`src/rtl/draw_card_grid_pkg.sv`:
```
`default_nettype none
// +----------------------------------------------------------------------+
// | Module : draw_card_grid_pkg                                          |
// | Card state/face encodings, face palette and VGA bus field layout.    |
// | Rev    : 1.0                                                         |
// +----------------------------------------------------------------------+
package draw_card_grid_pkg;

  // Bus layout, MSB first: {hcount[10:0], vcount[10:0], hsync, vsync, hblnk, vblnk, rgb[11:0]}
  localparam int c_vga_bus_size = 38;
  localparam int c_rgb_lsb      = 0;
  localparam int c_vblnk_bit    = 12;
  localparam int c_hblnk_bit    = 13;
  localparam int c_vsync_bit    = 14;
  localparam int c_hsync_bit    = 15;
  localparam int c_vcount_lsb   = 16;
  localparam int c_hcount_lsb   = 27;

  localparam int c_state_w = 2;
  localparam int c_face_w  = 4;
  localparam int c_entry_w = c_state_w + c_face_w;

  typedef enum logic [1:0] {
    CARD_HIDDEN   = 2'b00,
    CARD_REVEALED = 2'b01,
    CARD_MATCHED  = 2'b10,
    CARD_REMOVED  = 2'b11
  } card_state_e;

  typedef enum logic [1:0] {
    SYNC_IDLE    = 2'b00,
    SYNC_PENDING = 2'b01,
    SYNC_DONE    = 2'b10
  } sync_state_e;

  function automatic logic [11:0] face_color(input logic [c_face_w-1:0] face);
    logic [11:0] rgb;
    case (face)
      4'd0:    rgb = 12'hF00;
      4'd1:    rgb = 12'h00F;
      4'd2:    rgb = 12'hF0F;
      4'd3:    rgb = 12'h0FF;
      4'd4:    rgb = 12'hF80;
      4'd5:    rgb = 12'h80F;
      4'd6:    rgb = 12'h08F;
      4'd7:    rgb = 12'hFFF;
      4'd8:    rgb = 12'h800;
      4'd9:    rgb = 12'h008;
      4'd10:   rgb = 12'h880;
      4'd11:   rgb = 12'h088;
      4'd12:   rgb = 12'h808;
      4'd13:   rgb = 12'hF88;
      4'd14:   rgb = 12'h8F8;
      default: rgb = 12'h88F;
    endcase
    return rgb;
  endfunction

endpackage
`default_nettype wire

```
`src/rtl/draw_card_grid_bank.sv`:
```
`default_nettype none
// +----------------------------------------------------------------------+
// | Module : card_grid_bank                                              |
// | Shadow/active card storage with vblank-aligned commit handshake.     |
// | Rev    : 1.0                                                         |
// +----------------------------------------------------------------------+
module card_grid_bank
  import draw_card_grid_pkg::*;
#(
  parameter int NUM_CARDS = 12,
  parameter int IDX_W     = 4
) (
  input  logic                           pclk,
  input  logic                           rst,
  input  logic                           vblnk,
  input  logic                           upd_valid,
  output logic                           upd_ready,
  input  logic [IDX_W-1:0]               upd_idx,
  input  logic [c_state_w-1:0]           upd_state,
  input  logic [c_face_w-1:0]            upd_face,
  input  logic                           regfile_sync,
  output logic                           regfile_sync_done,
  output logic [NUM_CARDS*c_entry_w-1:0] active_bank
);

  localparam logic [IDX_W:0] c_num_cards = (IDX_W+1)'(NUM_CARDS);

  sync_state_e r_state;
  sync_state_e w_state_nxt;
  logic        r_vblnk_prev;
  logic        w_vblnk_rise;
  logic        w_commit;
  logic        w_wr_en;

  assign w_vblnk_rise = vblnk & ~r_vblnk_prev;

  always_ff @(posedge pclk or negedge rst) begin
    if (!rst) begin
      r_state      <= SYNC_IDLE;
      r_vblnk_prev <= 1'b0;
    end else begin
      r_state      <= w_state_nxt;
      r_vblnk_prev <= vblnk;
    end
  end

  always_comb begin
    w_state_nxt       = r_state;
    upd_ready         = 1'b0;
    regfile_sync_done = 1'b0;
    w_commit          = 1'b0;
    case (r_state)
      SYNC_IDLE: begin
        upd_ready = 1'b1;
        if (regfile_sync) w_state_nxt = SYNC_PENDING;
      end
      SYNC_PENDING: begin
        if (w_vblnk_rise) begin
          w_commit    = 1'b1;
          w_state_nxt = SYNC_DONE;
        end
      end
      SYNC_DONE: begin
        regfile_sync_done = 1'b1;
        w_state_nxt       = SYNC_IDLE;
      end
      default: w_state_nxt = SYNC_IDLE;
    endcase
  end

  // Out-of-range indices complete the handshake but never match a card slot.
  assign w_wr_en = upd_valid & upd_ready & ({1'b0, upd_idx} < c_num_cards);

  for (genvar i = 0; i < NUM_CARDS; i++) begin : g_card
    logic [c_entry_w-1:0] r_shadow;
    logic [c_entry_w-1:0] r_active;

    always_ff @(posedge pclk or negedge rst) begin
      if (!rst) begin
        r_shadow <= '0;
        r_active <= '0;
      end else begin
        if (w_wr_en && (upd_idx == IDX_W'(i))) r_shadow <= {upd_state, upd_face};
        if (w_commit)                          r_active <= r_shadow;
      end
    end

    assign active_bank[i*c_entry_w +: c_entry_w] = r_active;
  end

endmodule
`default_nettype wire

```
`src/rtl/draw_card_grid.sv`:
```
`default_nettype none
// +----------------------------------------------------------------------+
// | Module : draw_card_grid                                              |
// | Two-stage VGA bus renderer for the memory-game card grid.            |
// | Rev    : 1.0                                                         |
// +----------------------------------------------------------------------+
module draw_card_grid
  import draw_card_grid_pkg::*;
#(
  parameter int          NUM_X        = 4,
  parameter int          NUM_Y        = 3,
  parameter int          X0           = 50,
  parameter int          Y0           = 50,
  parameter int          CARD_W       = 150,
  parameter int          CARD_H       = 200,
  parameter int          PITCH_X      = 258,
  parameter int          PITCH_Y      = 234,
  parameter int          BORDER       = 4,
  parameter logic [11:0] BACK_COLOR   = 12'h0F0,
  parameter logic [11:0] MATCH_COLOR  = 12'h444,
  parameter logic [11:0] CURSOR_COLOR = 12'hFF0,
  localparam int         NUM_CARDS    = NUM_X * NUM_Y,
  localparam int         IDX_W        = (NUM_CARDS > 1) ? $clog2(NUM_CARDS) : 1
) (
  input  logic                      pclk,
  input  logic                      rst,
  input  logic [c_vga_bus_size-1:0] vga_in,
  output logic [c_vga_bus_size-1:0] vga_out,
  input  logic                      upd_valid,
  output logic                      upd_ready,
  input  logic [IDX_W-1:0]          upd_idx,
  input  logic [c_state_w-1:0]      upd_state,
  input  logic [c_face_w-1:0]       upd_face,
  input  logic                      regfile_sync,
  output logic                      regfile_sync_done,
  input  logic                      cursor_en,
  input  logic [IDX_W-1:0]          cursor_idx
);

  if (NUM_X < 1 || NUM_X > 8 || NUM_Y < 1 || NUM_Y > 8 ||
      PITCH_X < CARD_W || PITCH_Y < CARD_H ||
      CARD_W <= 2*BORDER || CARD_H <= 2*BORDER ||
      X0 + (NUM_X-1)*PITCH_X + CARD_W > 4095 ||
      Y0 + (NUM_Y-1)*PITCH_Y + CARD_H > 4095) begin : g_bad_params
    $error("draw_card_grid: illegal card grid parameters");
  end

  logic [NUM_CARDS*c_entry_w-1:0] w_active_bank;

  card_grid_bank #(
    .NUM_CARDS (NUM_CARDS),
    .IDX_W     (IDX_W)
  ) u_bank (
    .pclk              (pclk),
    .rst               (rst),
    .vblnk             (vga_in[c_vblnk_bit]),
    .upd_valid         (upd_valid),
    .upd_ready         (upd_ready),
    .upd_idx           (upd_idx),
    .upd_state         (upd_state),
    .upd_face          (upd_face),
    .regfile_sync      (regfile_sync),
    .regfile_sync_done (regfile_sync_done),
    .active_bank       (w_active_bank)
  );

  logic [11:0]      w_h;
  logic [11:0]      w_v;
  logic [NUM_X-1:0] w_col_hit;
  logic [NUM_X-1:0] w_col_band;
  logic [NUM_Y-1:0] w_row_hit;
  logic [NUM_Y-1:0] w_row_band;

  assign w_h = {1'b0, vga_in[c_hcount_lsb +: 11]};
  assign w_v = {1'b0, vga_in[c_vcount_lsb +: 11]};

  // Band flags are only meaningful together with the matching hit flag.
  for (genvar c = 0; c < NUM_X; c++) begin : g_col
    localparam logic [11:0] c_lo      = 12'(X0 + c*PITCH_X);
    localparam logic [11:0] c_hi      = 12'(X0 + c*PITCH_X + CARD_W);
    localparam logic [11:0] c_band_lo = 12'(X0 + c*PITCH_X + BORDER);
    localparam logic [11:0] c_band_hi = 12'(X0 + c*PITCH_X + CARD_W - BORDER);
    assign w_col_hit[c]  = (w_h >= c_lo) && (w_h < c_hi);
    assign w_col_band[c] = (w_h < c_band_lo) || (w_h >= c_band_hi);
  end

  for (genvar r = 0; r < NUM_Y; r++) begin : g_row
    localparam logic [11:0] c_lo      = 12'(Y0 + r*PITCH_Y);
    localparam logic [11:0] c_hi      = 12'(Y0 + r*PITCH_Y + CARD_H);
    localparam logic [11:0] c_band_lo = 12'(Y0 + r*PITCH_Y + BORDER);
    localparam logic [11:0] c_band_hi = 12'(Y0 + r*PITCH_Y + CARD_H - BORDER);
    assign w_row_hit[r]  = (w_v >= c_lo) && (w_v < c_hi);
    assign w_row_band[r] = (w_v < c_band_lo) || (w_v >= c_band_hi);
  end

  logic       w_col_any, w_col_edge, w_row_any, w_row_edge;
  logic [2:0] w_col_idx, w_row_idx;

  always_comb begin
    w_col_any  = 1'b0;
    w_col_edge = 1'b0;
    w_col_idx  = '0;
    for (int c = 0; c < NUM_X; c++) begin
      if (w_col_hit[c]) begin
        w_col_any  = 1'b1;
        w_col_edge = w_col_band[c];
        w_col_idx  = 3'(c);
      end
    end
  end

  always_comb begin
    w_row_any  = 1'b0;
    w_row_edge = 1'b0;
    w_row_idx  = '0;
    for (int r = 0; r < NUM_Y; r++) begin
      if (w_row_hit[r]) begin
        w_row_any  = 1'b1;
        w_row_edge = w_row_band[r];
        w_row_idx  = 3'(r);
      end
    end
  end

  logic [c_vga_bus_size-1:0] r1_bus;
  logic                      r1_col_hit, r1_col_edge, r1_row_hit, r1_row_edge;
  logic [2:0]                r1_col_idx, r1_row_idx;

  always_ff @(posedge pclk or negedge rst) begin
    if (!rst) begin
      r1_bus      <= '0;
      r1_col_hit  <= 1'b0;
      r1_col_edge <= 1'b0;
      r1_col_idx  <= '0;
      r1_row_hit  <= 1'b0;
      r1_row_edge <= 1'b0;
      r1_row_idx  <= '0;
    end else begin
      r1_bus      <= vga_in;
      r1_col_hit  <= w_col_any;
      r1_col_edge <= w_col_edge;
      r1_col_idx  <= w_col_idx;
      r1_row_hit  <= w_row_any;
      r1_row_edge <= w_row_edge;
      r1_row_idx  <= w_row_idx;
    end
  end

  logic [c_entry_w-1:0] w_entry;
  logic                 w_at_cursor;
  card_state_e          w_state;
  logic [11:0]          w_rgb;

  always_comb begin
    w_entry     = '0;
    w_at_cursor = 1'b0;
    for (int r = 0; r < NUM_Y; r++) begin
      for (int c = 0; c < NUM_X; c++) begin
        if (r1_row_idx == 3'(r) && r1_col_idx == 3'(c)) begin
          w_entry     = w_active_bank[(r*NUM_X + c)*c_entry_w +: c_entry_w];
          w_at_cursor = (cursor_idx == IDX_W'(r*NUM_X + c));
        end
      end
    end
  end

  assign w_state = card_state_e'(w_entry[c_face_w +: c_state_w]);

  always_comb begin
    w_rgb = r1_bus[c_rgb_lsb +: 12];
    if (!r1_bus[c_hblnk_bit] && !r1_bus[c_vblnk_bit] && r1_col_hit && r1_row_hit) begin
      if (cursor_en && w_at_cursor && (r1_col_edge || r1_row_edge)) begin
        w_rgb = CURSOR_COLOR;
      end else begin
        case (w_state)
          CARD_HIDDEN:   w_rgb = BACK_COLOR;
          CARD_REVEALED: w_rgb = face_color(w_entry[c_face_w-1:0]);
          CARD_MATCHED:  w_rgb = MATCH_COLOR;
          default:       w_rgb = r1_bus[c_rgb_lsb +: 12];
        endcase
      end
    end
  end

  logic [c_vga_bus_size-1:0] r2_bus;

  always_ff @(posedge pclk or negedge rst) begin
    if (!rst) r2_bus <= '0;
    else      r2_bus <= {r1_bus[c_vga_bus_size-1:12], w_rgb};
  end

  assign vga_out = r2_bus;

endmodule
`default_nettype wire
```
`config.mk`:
```
export PLATFORM = sky130hd
export DESIGN_NAME = draw_card_grid
export DESIGN_NICKNAME = d
export VERILOG_FILES = /design/src/rtl/draw_card_grid_pkg.sv /design/src/rtl/draw_card_grid_bank.sv /design/src/rtl/draw_card_grid.sv
export SDC_FILE = /design/constraint.sdc
export NUM_CORES = 1
export LEC_CHECK = 0
export BUFFER_PORTS_ARGS = -buffer_cell sky130_fd_sc_hd__buf_2
export CORE_MARGIN = 1.5
export CORE_UTILIZATION = 40
export DETAILED_ROUTE_END_ITERATION = 8
export MAX_ROUTING_LAYER = met4
export PLACE_DENSITY = 0.6
export SETUP_SLACK_MARGIN = 0.15
export SYNTH_ARGS = -nofsm -noshare
export SYNTH_HDL_FRONTEND = slang
export SYNTH_HIERARCHICAL = 1
export SYNTH_SLANG_ARGS = --single-unit
```
`constraint.sdc`:
```
create_clock -name pclk -period 3 [get_ports pclk]
set_input_delay 0.3 -clock pclk [delete_from_list [all_inputs] [get_ports pclk]]
set_output_delay 0.3 -clock pclk [all_outputs]
set_load 0.005 [all_outputs]
```
==> results.tsv <==
metric	value	unit
top_layer_used	met4	
cts_tree	done	
final_layout_size_suffix_gt1_share	37.54	%
timing_worst_slew_pin_value	0.8168	ns
clock_insertion_delay_worst_skew	0.51	ns
port_buffers	96	
yosys_register_bits	231	
globalRouteTotalUtil	18.29	%
fin_crit_sh	92.17	%
netlist_instances	717	
final_antenna_net_count	0	
area_growth_syn_to_layout	21.88	%
pin_count	97	
routed_length_on_met3	716	um
grt_first_pass_wirelength	34.40	mm
finish.net_count	923	
slew_viol_final	0	
yosysWarningCount	6	
hold_path.class	in -> reg	
synth_enable_flop_cells	0	
totalNegativeSetupSlack	0	ns
yosys_most_used_dff	sky130_fd_sc_hd__dfrtp_1	
netlist_area	9643	um^2
grt_max_degree	84	
fp.dieArea	25050	um^2
run_status	finished, final reports clean	
worst-endpoint-required	3.43	ns
wl	21.77	mm
antenna-diode-count	0	
hold_viol	0	
inserted_clock_buffers	25	
cell_with_the_most_instances_after_synthesis	sky130_fd_sc_hd__dfrtp_1	
skew	0.01796	ns
grt.overflow.total	0	
route.detailed.wl_per_inst	18.17	um
cellLeakagePower	5.364	nW
place.detailed.hpwl	14.57	mm
die_w	158.3	um
worstSetupEndpointType	register	
timing.fmax	0.3616	GHz
antenna_violations_before_repair	0	
max-clock-path-buffers	3	
postSynth.asyncResetShare	100.0	%
layout_min_cycle_time	2.765	ns
drt-pass1-iter-count	4	
vdd_drop_max	0.3711	mV
hold_path_end	r1_bus[30]	
report.final.setup_viol	0	
cts_sinks	231	
synth.yosys.seq_area_share	59.95	%
critPathMaxFanout	4	
worst-r2r-cell-count	10	
p_total	8.861	mW
initialDrtViolationCount	412	
reported_max_cap_violation_count	0	
timing.rr.start	r1_col_idx[0]	
crit-reg2reg-capture	vga_out[10]	
timing.setup.critical_path_class	reg -> reg	
min_path_cells	1	
clkSlewWorstSetupHoldPaths	0.06	ns
route.vias.total	6229	
synthesis.area_per_instance	13.45	um^2
critPathArrivalTime	3.20	ns
avgViaCountPerCell	5.199	
grt_pass1_vias	6209	
dieHeight	158.3	um
yosysTopAreaCell	sky130_fd_sc_hd__dfrtp_1	
htree_num_levels	1	
netlist-cell-type-count	76	
floorplan.initialDensity	40.96	%
core_area	23540	um^2
gp_congestion	0.8280	
wl_met2	10.30	mm
yosys-top-cells-area	sky130_fd_sc_hd__dfrtp_1 60%, sky130_fd_sc_hd__mux2_2 17%, sky130_fd_sc_hd__nand2_1 1.7%	
power.density	754.0	nW/um^2
critical_path.startpoint_type	register	
synth_top_area_share	59.95	%
hold_path_startpoint	vga_in[30]	
cts.root.buffer_cell	sky130_fd_sc_hd__clkbuf_16	
drt_drc_violations_left	0	
grt_setup_unrepaired	yes	
detail_route.wirelength.met1	10.26	mm
synthTopCellsByCount	231 x sky130_fd_sc_hd__dfrtp_1, 147 x sky130_fd_sc_hd__mux2_2, 44 x sky130_fd_sc_hd__nand2_1	
core.rowCount	56	
syn_nets	779	
slew-limit-headroom	45.38	%
reg2reg_setup_slack	0.23	ns
[per-layer routing]
| metal | up-vias | global-route usage [%] |
|---|---|---|
| li1 | 2894 | - |
| met1 | 3173 | 25.88 |
| met2 | 126 | 28.11 |
| met3 | 36 | 2.314 |
| met4 | 0 | 4.539 |
| met5 | - | - |
[final cells by class]
type	count	area [um^2]
Clock buffer	38	714.4
Fill cell	2060	11790
Tap cell	319	399.1
Timing Repair Buffer	152	1057
Sequential cell	231	5783
Inverter	14	52.55
Multi-Input combinational cell	437	3632
Clock inverter	7	113.9
[logic make-up (layout without fill, tap and decap cells)]
kind of cell | count (synthesis) | after routing | share of synthesized area, %
and+or+nand+nor | 154 | 154 | 9.070
buffers and inverters | 49 | 211 | 2.608
DFF | 231 | 231 | 59.95
AOI/OAI and AO/OA | 113 | 113 | 8.071
adders and majority gates | 5 | 5 | 0.6488
xor gates and xnor gates | 2 | 2 | 0.1817
muxes | 163 | 163 | 19.48
[report_power, final]
group	internal [mW]	switching (mW)	leakage [nW]
sequential	3.81	0.406	2.91
combinational	0.868	0.690	2.05
clock	1.89	1.19	0.406
[layout by cell type (no fill, tap or decap), types with 9 or more instances in the layout]
cell	Yosys	routed
sky130_fd_sc_hd__mux2i_1	11	11
sky130_fd_sc_hd__dfrtp_1	231	229
sky130_fd_sc_hd__dlygate4sd3_1	0	37
sky130_fd_sc_hd__nor2_1	30	30
sky130_fd_sc_hd__o21ai_0	25	25
sky130_fd_sc_hd__clkbuf_1	10	9
sky130_fd_sc_hd__a21oi_1	28	28
sky130_fd_sc_hd__nor3_1	9	9
sky130_fd_sc_hd__buf_2	14	95
sky130_fd_sc_hd__nand2_1	44	44
sky130_fd_sc_hd__inv_1	13	13
sky130_fd_sc_hd__mux2_2	147	147
sky130_fd_sc_hd__nand3_1	13	13
sky130_fd_sc_hd__buf_4	7	14
sky130_fd_sc_hd__clkbuf_16	0	25
[worst max path at each step]
stage                   to          start  slack (ns)
5_1_grt        vga_out[10]  r1_col_idx[0]        0.11
4_1_cts        vga_out[10]  r1_col_idx[0]        0.19
6_report       vga_out[10]  r1_col_idx[0]        0.23
3_3_place_gp   vga_out[10]  r1_col_idx[0]        0.20
3_5_place_dp   vga_out[10]  r1_col_idx[0]        0.12
2_1_floorplan  vga_out[10]  r1_col_idx[0]        0.29
[state kept, by name, indices dropped and copies added, names as in the netlist, 2 cells and up]
name / flops
r1_col_idx: 2
r1_bus: 38
u_bank/r_state: 2
u_bank/g_card.r_active: 72
vga_out: 38
u_bank/g_card.r_shadow: 72
r1_row_idx: 2
[critical path: stages, from the launching register on]
cell	delay [ns]
sky130_fd_sc_hd__dfrtp_2	0.43
sky130_fd_sc_hd__mux4_2	0.50
sky130_fd_sc_hd__nand2_1	0.09
sky130_fd_sc_hd__o31a_1	0.16
sky130_fd_sc_hd__o221a_2	0.25
sky130_fd_sc_hd__inv_1	0.09
sky130_fd_sc_hd__ha_1	0.29
sky130_fd_sc_hd__or3_1	0.39
sky130_fd_sc_hd__a21boi_2	0.18
sky130_fd_sc_hd__o21ai_0	0.10
sky130_fd_sc_hd__a32oi_1	0.23
[metrics by stage]
stage / utilization, % / area (um^2) / hold slack [ns] / instances / setup slack [ns]
finish: 49.92 / 11750 / 0.02384 / 1198 / 0.2349
global route: 49.92 / 11750 / 0.01469 / 1198 / 0.1059
CTS: 49.80 / 11720 / 0.003715 / 1196 / 0.1875
detailed placement: 44.72 / 10530 / 0.3159 / 1114 / 0.1229
global placement: 44.72 / 10530 / 0.3153 / 1114 / 0.2013
floorplan: - / 9643 / 0.004409 / 717 / 0.2926
[timing repair]
item,4_1_cts,5_1_grt
endpoints found under the setup margin,1,7
hold buffers,36,1
gates resized for setup,0,4
hold endpoints to repair,109,1
pin swaps,0,1
setup buffers,1,1
Note: power is estimated with default switching activity, not from simulation.
